## src/rtl/fifo_pipe_out_server.sv

```systemverilog
// Buffered push-to-pull adapter: producer pushes through enq, consumer pulls
// through first/deq. Storage is a depth-entry circular FIFO; occupancy is exported.
module fifo_pipe_out_server #(
  parameter int unsigned width  = 32,
  parameter int unsigned depth  = 4,
  parameter int unsigned cwidth = $clog2(depth + 1)
) (
  input  logic              CLK,
  input  logic              RST,
  input  logic              in_enq_ena_i,
  input  logic [width-1:0]  in_enq_v_i,
  output logic              in_enq_rdy_o,
  output logic [width-1:0]  out_first_o,
  output logic              out_first_rdy_o,
  input  logic              out_deq_ena_i,
  output logic              out_deq_rdy_o,
  output logic [cwidth-1:0] count
);

  // A depth of 1 still gets a 1-bit pointer, held at 0 by ptr_inc.
  localparam int unsigned PtrW = (depth > 1) ? $clog2(depth) : 1;

  logic [PtrW-1:0]   rptr_q, rptr_d;
  logic [PtrW-1:0]   wptr_q, wptr_d;
  logic [cwidth-1:0] cnt_q, cnt_d;
  logic [width-1:0]  head;
  logic              full, empty;
  logic              enq_fire, deq_fire;

  // Power-of-two depth lets the pointer wrap by natural overflow.
  function automatic logic [PtrW-1:0] ptr_inc(input logic [PtrW-1:0] p);
    if (depth == 1) return '0;
    return p + 1'b1;
  endfunction

  // Ready flags come from registered occupancy only, never from any strobe.
  always_comb begin
    full            = (cnt_q == cwidth'(depth));
    empty           = (cnt_q == '0);
    in_enq_rdy_o    = !full;
    out_first_rdy_o = !empty;
    out_deq_rdy_o   = !empty;
    enq_fire        = in_enq_ena_i && !full;
    deq_fire        = out_deq_ena_i && !empty;
    out_first_o     = empty ? '0 : head;
    count           = cnt_q;
  end

  // Pointer and occupancy next-state.
  always_comb begin
    rptr_d = rptr_q;
    wptr_d = wptr_q;
    cnt_d  = cnt_q;
    if (enq_fire) wptr_d = ptr_inc(wptr_q);
    if (deq_fire) rptr_d = ptr_inc(rptr_q);
    case ({enq_fire, deq_fire})
      2'b10:   cnt_d = cnt_q + 1'b1;
      2'b01:   cnt_d = cnt_q - 1'b1;
      default: cnt_d = cnt_q;
    endcase
  end

  // Control state; reset clears it at once, discarding any same-cycle strobes.
  always_ff @(posedge CLK or posedge RST) begin
    if (RST) begin
      rptr_q <= '0;
      wptr_q <= '0;
      cnt_q  <= '0;
    end else begin
      rptr_q <= rptr_d;
      wptr_q <= wptr_d;
      cnt_q  <= cnt_d;
    end
  end

  // Storage is not reset; out_first_o is masked to zero while empty instead.
  if (depth == 1) begin : g_single
    logic [width-1:0] word_q;
    // Single-entry storage written on accepted enq.
    always_ff @(posedge CLK) begin
      if (enq_fire && !RST) word_q <= in_enq_v_i;
    end
    assign head = word_q;
  end else begin : g_multi
    logic [width-1:0] mem [depth];
    // Circular storage written at the write pointer on accepted enq.
    always_ff @(posedge CLK) begin
      if (enq_fire && !RST) mem[wptr_q] <= in_enq_v_i;
    end
    assign head = mem[rptr_q];
  end

endmodule

```

## config.mk

```make
export PLATFORM = sky130hd
export DESIGN_NAME = fifo_pipe_out_server
export DESIGN_NICKNAME = d
export VERILOG_FILES = /design/src/rtl/fifo_pipe_out_server.sv
export SDC_FILE = /design/constraint.sdc
export NUM_CORES = 1
export LEC_CHECK = 0
export BUFFER_PORTS_ARGS = -buffer_cell sky130_fd_sc_hd__buf_2
export CAP_MARGIN = 10
export CORE_ASPECT_RATIO = 1.2
export CORE_MARGIN = 4
export CORE_UTILIZATION = 57
export CTS_BUF_LIST = sky130_fd_sc_hd__clkbuf_16
export DETAILED_ROUTE_END_ITERATION = 12
export PLACE_DENSITY = 0.79
export SETUP_SLACK_MARGIN = 0.1
export SLEW_MARGIN = 20
export SYNTH_ARGS = -nofsm -noshare
export SYNTH_HDL_FRONTEND = slang
export SYNTH_SLANG_ARGS = --single-unit
```

## constraint.sdc

```tcl
create_clock -name CLK -period 4.1 [get_ports CLK]
set_input_delay 0.615 -clock CLK [delete_from_list [all_inputs] [get_ports CLK]]
set_output_delay 0.615 -clock CLK [all_outputs]
set_load 0.01 [all_outputs]
```

==> results.cfg, run 1 <==
[clock_network]
htree_levels = 4
cts_tree = done
cts_sinks = 135
cts-hold-fix-buffers = 0
root_buffer = clkbuf_16
post-cts-setup-buffers = 0
clock_latency_ps = 410
post_cts_resized = 0
clk_path_buf_depth = 2
clk_pin_slew_ps = 50
numCtsBuffers = 17

[finish]
drive_gt1_share_pct = 41.3
fill_cells = 585
fin_cells = 460
nets = 368
syn_to_final_growth_pct = 20.0

[timing]
finalWorstSetupSlack_ps = 982
fin_crit_ps = 3120
fmax_mhz = 321
hold_viol_final = 0
clock_skew_ps = 5.13
slew-limit-headroom_pct = 37.5
finalSetupTns_ps = 0
setup_viol = 0
worstMarginPinSlew_ps = 933
rsz0062_at_grt = false
final.period_utilization_pct = 76.1
slew_viol_final = 0

[place]
preCtsSetupSlack_ps = 1330
dp_cells = 427
gp_congestion = 0.737
io_buffers = 73
dp_hpwl_um = 5420

[routing]
route.vias.total = 2540
drcViolationCount = 0
wl_per_cell_um = 20.6
drt-vias-per-instance = 5.52
first_pass_iters = 4
wirelength_um = 9480
drt_iter0_markers = 173
antenna_left = 0

[grt]
gr-total-overflow = 0
grt_usage_pct = 19.0
use_met1_pct = 23.6
antenna_found_initial = 1
met2_usage_pct = 30.5
grt_max_degree = 37
first_global_vias = 2663
grtUsageMet3_pct = 6.60
grt_pass1_wl_um = 14600
top_usage_layer = met2

[synth]
syn_avg_cell_area_um2 = 22.0
yosysSeqAreaShare_pct = 75.6
mappedNetlistNets = 284
netlist_area_mm2 = 0.00531
ys_ff_latch = 135
synth_cell_types = 23
synthCells = 242
ys_warn_count = 0

[run]
drv_cap = 0

[setup_path]
r2r_start = count[0]
start_kind = flip-flop
critPathSlowestCell = dfrtp_2
cp_max_fo = 26
crit_type = flip-flop to output pin
worstPathCellList = buf_4 -> mux4_2 -> and2_1 -> buf_2
cp_top_family = flip-flops
endpoint_kind = output pin
reg2reg_depth = 8
slowest_delay_ps = 890
arrival_ps = 2500
crit_required_ps = 3480
path_buf_inv = 2
worst-r2r-setup-slack_ps = 1620
timing.rr.end = count[2]

[floorplanning]
die_area_mm2 = 0.0109
die_w_um = 96.1
initial_core_util_pct = 58.5
core_area_mm2 = 0.00908
rows = 38
io_pins = 74
die_h_um = 114

[worst_hold_path]
hp-class = input pin to asynchronous set/reset pin

[power]
leakagePower_nw = 2.28
peakVddDrop_mv = 0.429
powerDensity_mw_per_mm2 = 719

[status]
outcome = completed
[cell usage after synthesis (all sizes together)]
master  instances  area [um2]
mux2            1        11.3
edfxtp        128        3840
or3             1        6.26
nand2           1        6.26
nor2            1        3.75
and2           33         206
buf             8        93.8
or3b            1        8.76
inv             6        22.5
mux4           32         736
nand3           1        5.00
clkbuf          5        18.8
mux2i           1        10.0
dfrtp           7         175
fa              1        20.0
nor3b           4        30.0
xor2            3        26.3
xnor2           3        26.3
ha              5        62.6
[per-layer routing]
layer | vias up | wire length (um)
met2 | 91 | 5030
met5 | - | 0
met3 | 12 | 615
met1 | 1301 | 3670
met4 | 0 | 155
li1 | 1136 | -
[cell type report]
| cell class | instances | area, um2 | share of cell area [%] |
|---|---|---|---|
| flip-flops and latches | 135 | 4020 | 63.1 |
| multi-input cells | 88 | 1180 | 18.5 |
| repair buffers | 78 | 428 | 6.71 |
| clock buffers | 17 | 425 | 6.67 |
| well taps | 120 | 150 | 2.36 |
| clock inverters | 15 | 145 | 2.28 |
| inverters | 6 | 22.5 | 0.353 |
| diodes | 1 | 2.50 | 0.0393 |
[layout by cell type (no fill, tap or decap)]
master,netlist,layout
mux2i_1,1,1
nor3b_2,0,4
inv_1,6,9
and2_1,33,33
or3b_1,1,1
dfrtp_2,0,2
diode_2,0,1
nand2_2,1,1
fa_1,1,1
ha_1,5,5
mux2_2,1,1
mux4_2,28,28
nand3_1,1,1
buf_2,3,73
buf_4,1,3
xor2_1,3,3
dfrtp_1,7,5
clkinv_1,0,4
buf_12,3,2
bufinv_16,0,3
nor2_1,1,1
edfxtp_1,128,128
clkbuf_16,0,17
clkinv_2,0,4
xnor2_1,3,3
mux4_1,4,4
or3_2,0,1
clkinv_4,0,1
[logic make-up after synthesis]
| family | count (synthesis) | synth area share [%] |
|---|---|---|
| multiplexers | 34 | 14.2 |
| AND/OR/NAND/NOR | 42 | 5.02 |
| flip-flops | 135 | 75.6 |
| XOR/XNOR | 6 | 0.989 |
| buffers and inverters | 19 | 2.54 |
| adder cells (fa/ha/maj) | 6 | 1.55 |
[power by group]
group | internal [W] | switching [W] | leakage (nW)
registers | 0.00170 | 0.000194 | 1.24
logic | 0.000680 | 0.000573 | 0.749
clock network | 0.000934 | 0.000507 | 0.294
[through the flow]
stage                     utilization (%)  power (W)  cell area, um2  hold WS [ps]
after floorplan                         -    0.00279            5310           418
after global placement               63.9    0.00315            5800           487
after detailed placement             63.9    0.00317            5800           504
after CTS                            70.2    0.00465            6370           185
after global routing                 70.2    0.00482            6370           215
final                                70.2    0.00459            6370           199
[worst max path at each step]
stage          cells after the start  startpoint           endpoint
6_report                           4   rptr_q[0]    out_first_o[25]
5_1_grt                            4   rptr_q[0]    out_first_o[13]
4_1_cts                            4   rptr_q[0]    out_first_o[18]
3_5_place_dp                       4   rptr_q[0]    out_first_o[18]
3_3_place_gp                       4   rptr_q[0]    out_first_o[21]
2_1_floorplan                      3    count[2]  g_multi.mem[1][0]
[state kept, by name, summed over array words and instances (netlist names)]
register	cells
rptr_q	2
wptr_q	2
g_multi.mem	128
count	3
Power figures use the tool's default switching activity.
==> run 2, diff against run 1 <==
- clock period: 4.1 -> 3.1 ns (I/O delays scaled with it)
==> results.cfg, run 2 (synthesis gave the netlist of run 1 again) <==
[setup_path]
crit_required_ps = 2630
critPathSlowestCell = mux4_1
worstPathCellList = buf_12 -> mux4_1 -> and2_1 -> buf_2
arrival_ps = 2110
crit_type = flip-flop to output pin
endpoint_kind = output pin
start_kind = flip-flop
slowest_delay_ps = 560
cp_max_fo = 26

[finish]
fill_cells = 558
largest-register = g_multi.mem
mostFrequentLayoutCells = edfxtp_1, buf_2, and2_1, mux4_2, clkbuf_16
final_util_pct = 69.9
largest_reg_flops = 128
multi_input_area_mm2 = 0.00118
drive_gt1_share_pct = 42.2
seqCellArea_mm2 = 0.00402
layout_commonest_cell = edfxtp_1
fin_cells = 462
nets = 373
fin_area_mm2 = 0.00634
syn_to_final_growth_pct = 19.4

[place]
dp_cells = 432
gp_congestion = 0.702
dp_hpwl_um = 5560
place_area_mm2 = 0.00583
preCtsSetupSlack_ps = 886
io_buffers = 73

[clock_network]
cts-hold-fix-buffers = 0
numCtsBuffers = 17
root_buffer = clkbuf_16
clk_pin_slew_ps = 50
htree_levels = 4
post-cts-setup-buffers = 0
cts_tree = done
cts_sinks = 135
clk_path_buf_depth = 2
post_cts_resized = 0
clock_latency_ps = 410

[power]
leakagePower_nw = 2.26
p_int_w = 0.00423
seq_power_share_pct = 41.3
powerDensity_mw_per_mm2 = 930
clkPwrFrac_pct = 29.5
combPwrFrac_pct = 29.2
power.switching_w = 0.00167
peakVddDrop_mv = 0.535
power_switching_share_pct = 28.3

[floorplanning]
initial_core_util_pct = 58.5
rows = 38
die_w_um = 96.1
io_pins = 74
die_h_um = 114
die_area_mm2 = 0.0109
core_area_mm2 = 0.00908

[routing]
antenna_left = 0
wirelength_um = 8830
drt-vias-per-instance = 5.49
first_pass_iters = 4
wl_per_cell_um = 19.1
drcViolationCount = 0
route.vias.total = 2535
drt_iter0_markers = 134

[timing]
slew_viol_final = 0
slew-limit-headroom_pct = 45.2
finalWorstSetupSlack_ps = 526
rsz0062_at_grt = false
hold_viol_final = 0
clock_skew_ps = 8.32
fin_crit_ps = 2570
worstMarginPinSlew_ps = 821
setup_viol = 0
fmax_mhz = 389
hold_slack_ps = 59.1
final.period_utilization_pct = 83.0

[run]
drv_cap = 0

[grt]
first_global_vias = 2811
gr-total-overflow = 0
grt_usage_pct = 18.8
grt_pass1_wl_um = 14500
antenna_found_initial = 2
grt_max_degree = 37

[worst_hold_path]
hp-class = input pin to asynchronous set/reset pin

[status]
outcome = completed
-- run 2: final timing paths --
path	slack (ps)	from	depth (start not counted)	end
setup / recovery	530	rptr_q[0]	4	out_first_o[0]
setup reg to reg	920	count[0]	9	count[2]
hold reg to reg	510	count[2]	1	count[2]
min in group CLK	270	in_enq_v_i[11]	1	g_multi.mem[2][11]
max in group asynchronous	2800	RST	2	rptr_q[1]
hold / removal	60	RST	2	count[0]
-- run 2: through the flow --
stage | total power, W | TNS [ps]
2_1_floorplan | 0.00369 | -74010
5_1_grt | 0.00623 | 0
3_5_place_dp | 0.00424 | 0
4_1_cts | 0.00599 | 0
3_3_place_gp | 0.00420 | 0
6_report | 0.00590 | 0
-- run 2: power groups by stage --
stage | clock network, W | registers [W] | logic [W]
floorplan | 0 | 0.00236 | 0.00134
global placement | 0 | 0.00246 | 0.00174
detailed placement | 0 | 0.00248 | 0.00176
CTS | 0.00178 | 0.00244 | 0.00177
global route | 0.00186 | 0.00247 | 0.00189
finish | 0.00174 | 0.00243 | 0.00172
-- run 2: cell type report --
cell class,count,share of cell area [%]
diodes,1,0.0394
clock buffers,17,6.71
clock inverters,12,1.42
inverters,6,0.355
multi-input cells,88,18.6
flip-flops and latches,135,63.4
well taps,120,2.37
repair buffers,83,7.14
-- run 2: worst max-delay path: cells and delay by family (launching register included) --
family	cells	cell delay [ps]
mux	1	560
buf+inv	2	400
flops	1	540
simple gates	1	170
-- run 2: per-layer routing --
| layer | part of all wire [%] | vias up | wire (um) | GRT usage, % |
|---|---|---|---|---|
| met4 | 2.0 | 2 | 176 | 9.77 |
| met5 | 0.12 | - | 11 | 0 |
| met3 | 6.2 | 16 | 547 | 6.86 |
| li1 | - | 1147 | - | - |
| met2 | 53 | 80 | 4640 | 30.0 |
| met1 | 39 | 1290 | 3460 | 22.2 |
==> run 3, diff against run 2 <==
- ABC_AREA: default -> 1
- CORE_UTILIZATION: 57 -> 58
- PLACE_DENSITY: 0.79 -> 0.8
- clock period: 3.1 -> 2.5 ns (I/O delays scaled with it)
==> results.cfg, run 3 <==
[timing]
fin_crit_ps = 2290
slew_viol_final = 0
rsz0062_at_grt = false
fmax_mhz = 437
worstMarginPinSlew_ps = 663
final.period_utilization_pct = 91.5
setup_viol = 0
hold_viol_final = 0
slew-limit-headroom_pct = 55.7
clock_skew_ps = 12.6
finalSetupTns_ps = 0

[power]
seq_power_share_pct = 34.9
power.switching_w = 0.00287
leakagePower_nw = 3.16
finalPower_w = 0.00837
combPwrFrac_pct = 33.6
p_int_w = 0.00550
power_switching_share_pct = 34.3
peakVddDrop_mv = 0.879
powerDensity_mw_per_mm2 = 1180
clkPwrFrac_pct = 31.5

[synth]
synth_common_cells = nand2_1, edfxtp_1, inv_1
mappedNetlistNets = 607
async_flop_share_pct = 5.19
synth_edf_count = 128
ys_ff_latch = 135
synth_ff_type = edfxtp_1
netlist_area_mm2 = 0.00591
yosysTopAreaCell = edfxtp_1
synth_top_area_share_pct = 65.0
synth_cell_types = 20
synthMostInstantiatedCell = nand2_1
synthCells = 565
synth.area.top_cells = edfxtp_1, nand2_1, nand3_1, inv_1, dfrtp_1
ys_warn_count = 0
syn_avg_cell_area_um2 = 10.5
yosysSeqAreaShare_pct = 68.0

[floorplanning]
core_area_mm2 = 0.0100
initial_core_util_pct = 59.1
die_w_um = 100
io_pins = 74
die_h_um = 119
rows = 40
die_area_mm2 = 0.0119

[setup_path]
cp_max_fo = 32
crit_required_ps = 2120
crit_type = flip-flop to output pin
endpoint_kind = output pin
arrival_ps = 1910
start_kind = flip-flop

[worst_hold_path]
hp-class = input pin to flip-flop

[clock_network]
cts_tree = done
clk_pin_slew_ps = 60
numCtsBuffers = 17
root_buffer = clkbuf_16
clk_path_buf_depth = 2
cts_sinks = 135
htree_levels = 4
clock_latency_ps = 420

[routing]
drt-vias-per-instance = 5.16
wirelength_um = 12100
drt_iter0_markers = 371
drcViolationCount = 0
antenna_left = 0
first_pass_iters = 6
route.vias.total = 4042
wl_per_cell_um = 15.4

[place]
dp_hpwl_um = 7220
gp_congestion = 0.772
io_buffers = 73

[finish]
largest_reg_flops = 128
largest-register = g_multi.mem
final_util_pct = 70.7
mostFrequentLayoutCells = nand2_1, edfxtp_1, inv_1, buf_2, nand3_1
drive_gt1_share_pct = 23.9
layout_commonest_cell = nand2_1
syn_to_final_growth_pct = 19.7
antenna_cells = 0
nets = 686

[grt]
grt_pass1_wl_um = 19300
grt_max_degree = 43
antenna_found_initial = 0
grt_usage_pct = 21.2
gr-total-overflow = 0
first_global_vias = 4187

[status]
outcome = completed

[run]
drv_cap = 0
-- run 3: cells by family after synthesis --
family | share of synthesized area [%]
xor gates and xnor gates | 0.296
buffers and inverters | 12.0
and+or+nand+nor | 15.5
adders and majority gates | 1.40
DFF | 68.0
AOI/OAI and AO/OA | 2.88
-- run 3: routing by layer --
metal  vias to the layer above  GRT usage [%]  share of wire [%]
met5                         -              0                  0
met4                         0           11.8                2.6
met3                        31           4.96                6.9
met2                       176           35.4                 51
met1                      1892           25.0                 39
li1                       1943              -                  -
-- run 3: worst paths after layout --
| kind | from | endpoint | slack, ps | depth (start not counted) |
|---|---|---|---|---|
| worst max-delay path | rptr_q[1] | out_first_o[0] | 210 | 4 |
| min in group asynchronous | RST | count[2] | 400 | 3 |
| worst min-delay path | in_enq_v_i[24] | g_multi.mem[0][24] | 170 | 1 |
| worst max register to register | count[0] | g_multi.mem[0][11] | 450 | 5 |
| worst min register to register | count[0] | count[0] | 530 | 1 |
| max in group asynchronous | RST | rptr_q[0] | 1920 | 3 |
-- run 3: what timing repair did --
action / in CTS / in global routing
setup buffers: 0 / 1
endpoints found under the hold margin: 7 / 0
hold buffers: 1 / 0
pin swaps: 0 / 0
gates resized for setup: 3 / 2
endpoints found under the setup margin: 19 / 13
-- run 3: power by group through the flow --
stage / clock [W] / sequential (W) / combinational (W)
final: 0.00264 / 0.00292 / 0.00281
after global routing: 0.00277 / 0.00294 / 0.00312
after CTS: 0.00266 / 0.00294 / 0.00277
after detailed placement: 0 / 0.00298 / 0.00273
after global placement: 0 / 0.00296 / 0.00266
after floorplan: 0 / 0.00292 / 0.00191
-- run 3: critical path, stage by stage (launching register included) --
cell     delay, ps
dfrtp_1        390
inv_2          500
nand3_1        160
a21oi_1        270
buf_2          180
-- run 3: area by class of cell --
cell class	count	area, um2
clock buffers	17	425
clock inverters	15	211
fillers	680	2930
inverters	145	549
multi-input cells	260	1210
flip-flops and latches	135	4020
well taps	126	158
repair buffers	85	494
-- run 3: per-stage QoR --
step | worst slack (ps) | cell area [um2] | cells | hold WS (ps)
after floorplan | -143 | 5910 | 565 | 144
after global placement | 491 | 6400 | 749 | 281
after detailed placement | 463 | 6400 | 749 | 287
after CTS | 173 | 7060 | 782 | 159
after global routing | 129 | 7080 | 783 | 164
final | 213 | 7080 | 783 | 166
